$ cat src/rtl/wb_regfile.sv
// wb_regfile: write-back stage register plus 32x32 register file with bypassed read ports
// Ports:
//   clk, rstn                      clock (posedge), asynchronous active-low reset
//   i_WB_stall                     hold the stage register and drop this cycle's input
//   i_WB_regWe/WRA/WRD             result arriving from MEM
//   i_RF_ra1/ra2 -> o_RF_rd1/rd2   combinational read ports, r0 reads as zero
//   o_WB_regWe/WRA/WRD             WB-stage result exported as a forwarding source
//   o_WB_retired                   count of committed non-r0 writes, wraps
module wb_regfile #(
  parameter int DATA_W = 32,
  parameter int ADDR_W = 5,
  parameter int NREGS  = 2**ADDR_W,
  parameter int CNT_W  = 32
) (
  input  logic              clk,
  input  logic              rstn,
  input  logic              i_WB_stall,
  input  logic              i_WB_regWe,
  input  logic [ADDR_W-1:0] i_WB_WRA,
  input  logic [DATA_W-1:0] i_WB_WRD,
  input  logic [ADDR_W-1:0] i_RF_ra1,
  input  logic [ADDR_W-1:0] i_RF_ra2,
  output logic [DATA_W-1:0] o_RF_rd1,
  output logic [DATA_W-1:0] o_RF_rd2,
  output logic              o_WB_regWe,
  output logic [ADDR_W-1:0] o_WB_WRA,
  output logic [DATA_W-1:0] o_WB_WRD,
  output logic [CNT_W-1:0]  o_WB_retired
);
  logic              regwe_q, regwe_d, pending_q, pending_d;
  logic [ADDR_W-1:0] wra_q, wra_d;
  logic [DATA_W-1:0] wrd_q, wrd_d;
  logic [CNT_W-1:0]  retired_q, retired_d;
  logic [DATA_W-1:0] regs_q [NREGS];
  logic [DATA_W-1:0] regs_d [NREGS];
  logic              commit;
  // pending limits each captured entry to a single commit, even while stalled
  assign commit = pending_q & regwe_q & (wra_q != '0);
  always_comb begin
    regwe_d   = i_WB_stall ? regwe_q : i_WB_regWe;
    wra_d     = i_WB_stall ? wra_q : i_WB_WRA;
    wrd_d     = i_WB_stall ? wrd_q : i_WB_WRD;
    pending_d = !i_WB_stall;
    retired_d = commit ? retired_q + CNT_W'(1) : retired_q;
    regs_d    = regs_q;
    if (commit) regs_d[wra_q] = wrd_q;
  end
  always_ff @(posedge clk or negedge rstn) begin
    if (!rstn) begin
      regwe_q   <= 1'b0;
      wra_q     <= '0;
      wrd_q     <= '0;
      pending_q <= 1'b0;
      retired_q <= '0;
      for (int i = 0; i < NREGS; i++) regs_q[i] <= '0;
    end else begin
      regwe_q   <= regwe_d;
      wra_q     <= wra_d;
      wrd_q     <= wrd_d;
      pending_q <= pending_d;
      retired_q <= retired_d;
      regs_q    <= regs_d;
    end
  end
  // the uncommitted WB entry overrides the array so readers see it one cycle early
  assign o_RF_rd1     = (i_RF_ra1 == '0) ? '0 : (commit && wra_q == i_RF_ra1) ? wrd_q : regs_q[i_RF_ra1];
  assign o_RF_rd2     = (i_RF_ra2 == '0) ? '0 : (commit && wra_q == i_RF_ra2) ? wrd_q : regs_q[i_RF_ra2];
  assign o_WB_regWe   = commit;
  assign o_WB_WRA     = wra_q;
  assign o_WB_WRD     = wrd_q;
  assign o_WB_retired = retired_q;
endmodule

$ cat config.mk
export PLATFORM = sky130hd
export DESIGN_NAME = wb_regfile
export DESIGN_NICKNAME = d
export VERILOG_FILES = /design/src/rtl/wb_regfile.sv
export SDC_FILE = /design/constraint.sdc
export NUM_CORES = 2
export LEC_CHECK = 0
export BUFFER_PORTS_ARGS = -buffer_cell sky130_fd_sc_hd__buf_2
export CAP_MARGIN = 0
export CORE_MARGIN = 2
export CORE_UTILIZATION = 35
export DETAILED_ROUTE_END_ITERATION = 8
export GPL_ROUTABILITY_DRIVEN = 0
export GPL_TIMING_DRIVEN = 0
export SYNTH_ARGS = -nofsm -noshare
export SYNTH_HDL_FRONTEND = slang
export SYNTH_SLANG_ARGS = --single-unit
$ cat constraint.sdc
create_clock -name clk -period 5.3 [get_ports clk]
set_input_delay 0.265 -clock clk [delete_from_list [all_inputs] [get_ports clk]]
set_output_delay 0.265 -clock clk [all_outputs]
set_load 0.005 [all_outputs]
==> key figures <==
Run status
  • Outcome: complete, but fails checks
  • Failing checks: max-capacitance violations, max-slew violations, negative setup slack

Die
  • Core area: 165000 um^2
  • Die Ht: 412 um
  • Num rows: approximately 150
  • Area of the die: 170000 um^2
  • Ports: 185
  • Die Wd: around 410 um
  • Starting Density: 35.3%

Final layout
  • Fillers: 15400
  • Post-route cell area: 67000 um^2
  • Nets: 4276
  • Layout area overhead: 15.1%
  • Layout cell share with drive strength beyond 1: 49.3%
  • Layout Utilization: 40.6%
  • Fin cells: 6523

Clock network
  • Clock buffer depth: 3
  • CTS H-tree depth: 4
  • Clk Latency, worst-skew pair: a little over 0.8 ns
  • Clock root cell: clkbuf_16
  • TritonCTS clock tree: yes
  • CTS Sinks: 1095
  • Cts bufs inserted: 134
  • Clk slew on worst S/H paths: 0.06 ns

Timing
  • Worst-margin pin slew: approximately 1.7 ns
  • Final worst setup slack: -0.187 ns
  • Slew Limit Headroom: -14.3%
  • Max-slew violations: 155
  • # setup viols final: 8
  • Final worst-path cycle share: 104%
  • Worst hold margin: 0.175 ns
  • Fmax: 182 MHz
  • Fin. Hold Viols: 0
  • Worst Clk Skew: 0.0443 ns
  • Minimum clock period: ~5.5 ns
  • Unrepaired setup endpoints after global routing: no

Critical path
  • WP depth: 10
  • WP buf/inv: 6
  • Crit end category: output pin
  • Crit start category: input port
  • Reg2reg path depth: 5
  • Critical Path Max Stage Delay: around 1.3 ns
  • Slowest cell on crit path: clkbuf_1
  • Critical path's top delay family: buffers and inverters
  • CP most frequent cell: buf_2
  • Crit-path cells: buf_2, buf_2, buf_2, clkdlybuf4s15_1, clkbuf_1, nand2_1, nand3_1, a32oi_1, a21oi_1, buf_2
  • Maximum fanout count along the critical path: 10
  • Crit Path Class: in -> out
  • Req. time, crit path: around 5.0 ns
  • CP arrival: ~5.2 ns

Power and ir drop
  • Max IR drop VDD: 0.216 mV
  • LEAKAGE: 0.0300 uW
  • Power Density: 404 nW/um^2

Placement
  • Placed insts: between 6000 and 7000
  • HPWL Detailed: 169000 um
  • DP Area: 62200 um^2
  • Count of buffers from port buffering: 175

Global route
  • Vias in the first global route: 41200
  • Largest net degree at the start of global routing: 162
  • Initial antenna violation count: 10
  • Total track usage: 30.7%
  • First-pass GRT wire length: ~350000 um
  • Overflow after GRT: 0

Synthesis
  • Synth warn: 0
  • Post-synth top flop: dfrtp_1
  • Most frequent cell after synthesis: dfrtp_1
  • Syn Std Cell Area: about 58000 um^2
  • Mean Syn Cell Area: 15.1 um^2
  • Synth Net Count: 3913
  • Share of the synthesized area in the top cell type: 47.1%
  • Synth top area cells: dfrtp_1 (47%), mux2_2 (20%), mux4_2 (19%)
  • Seq/Total Area, Yosys: 47.1%
  • Area leader, netlist: dfrtp_1
  • EDFF count, synth: 0
  • Post-Syn Instances: 3861
  • Async SR Flop Fraction: between 90% and 100%
  • Post-synthesis register bit count: 1095
  • Post-synth top cells: dfrtp_1 (1095), mux2_2 (1042), mux4_2 (494)
  • Unique masters post-synth: a little under 60

Detailed routing
  • Number of detailed-routing iterations run before antenna repair: 7
  • Drt first-iter violations: 6315
  • Drc violations: 0
  • Routed len/inst: 40.3 um
  • WL final: roughly 260000 um
  • Post-route ant nets: 0
  • Vias: 42600
  • DR vias/cell: 6.53

Hold path
  • Worst hold stages: 2
  • Worst Hold Class: in -> reg

Flow run
  • Max cap viols: 18
-- worst register-to-register path: cells and delay by family (launching register included) --
| family | cells | cell delay (ns) |
|---|---|---|
| AND/OR/NAND/NOR | 2 | 1.56 |
| flip-flops | 1 | 0.47 |
| multiplexers | 1 | 0.42 |
| buffers and inverters | 2 | 1.29 |
-- metrics by stage --
step	setup WS (ns)	total power [uW]	TNS (ns)
detailed placement	0.152	17500	0
global route	0.0463	27900	0
global placement	-20.98	17300	-
floorplan	2.99	15200	0
finish	-0.187	27100	-1.07
CTS	0.143	26900	0
-- path summary, 6_finish.rpt --
check                                   end             start  slack [ns]
max in group asynchronous       regs_q[711]              rstn        2.39
min in group asynchronous      o_WB_WRD[21]              rstn        0.54
hold / removal                 o_WB_WRD[22]        i_WB_stall        0.17
setup / recovery               o_RF_rd2[21]       i_RF_ra2[2]       -0.19
setup reg to reg                regs_q[295]       o_WB_WRA[1]        1.44
hold reg to reg            o_WB_retired[31]  o_WB_retired[31]        0.46
-- cell type report --
cell class,instances,area (um^2),share of cell area [%]
clock buffer,201,4040,6.03
tap,2189,2740,4.09
timing repair buffer,227,1570,2.34
multi-input combinational,2329,28700,42.8
antenna,9,22.5,0.0336
clock inverter,36,394,0.588
buffer,426,2140,3.19
sequential,1095,27400,40.9
inverter,11,41.3,0.0616
-- sequential cells by signal, summed over array words and instances, names as in the netlist --
name          flops
regs_q         1024
o_WB_WRD         32
o_WB_retired     32
o_WB_WRA          5
pending_q         1
regwe_q           1
-- kinds of logic after synthesis --
family / Yosys count / share of synthesized area (%)
buf+inv: 437 / 3.65
simple gates: 316 / 2.52
flops: 1095 / 47.1
mux: 1729 / 43.1
xor+xnor: 41 / 0.617
compound gates: 242 / 3.05
fa+ha+maj: 1 / 0.0215
-- timing repair --
action	4_1_cts	5_1_grt
hold buffers	41	0
resized for setup	0	1
setup endpoints to repair	0	1
endpoints found under the hold margin	232	0
buffers inserted	0	0
-- report_power, final --
part | switching [uW] | leakage (uW) | internal (uW)
Clock | 3950 | 0.00220 | 5520
Combinational | 2770 | 0.0132 | 3310
Sequential | 1390 | 0.0146 | 10100
-- layer usage --
layer	vias up	routed length, um	global-route usage, %	part of all wire, %
li1	15600	-	-	-
met1	22800	98700	39.1	38
met2	3261	108000	42.1	41
met3	950	34400	12.6	13
met4	10	21400	21.1	8.1
met5	-	300	1.05	0.11
-- cells in the final DEF, fill, tap and decap left out, types with 19 or more instances in the layout --
cell type / netlist / final
mux2_1: 54 / 54
clkbuf_16: 0 / 138
xnor2_1: 22 / 22
nand3_1: 31 / 31
dfrtp_1: 1095 / 1095
clkbuf_8: 0 / 35
nand2_1: 117 / 117
o21ai_0: 20 / 20
mux2i_1: 125 / 125
buf_2: 100 / 280
dlygate4sd3_1: 0 / 41
mux2_2: 1042 / 1042
nor2_1: 79 / 79
o31ai_1: 33 / 33
buf_6: 24 / 24
mux4_2: 494 / 494
clkbuf_2: 0 / 29
clkbuf_1: 218 / 218
buf_1: 52 / 44
xor2_1: 19 / 19
buf_4: 27 / 27
a21oi_1: 34 / 34
a221oi_1: 35 / 35
o22ai_1: 38 / 38
(Power assumes the default switching activity.)
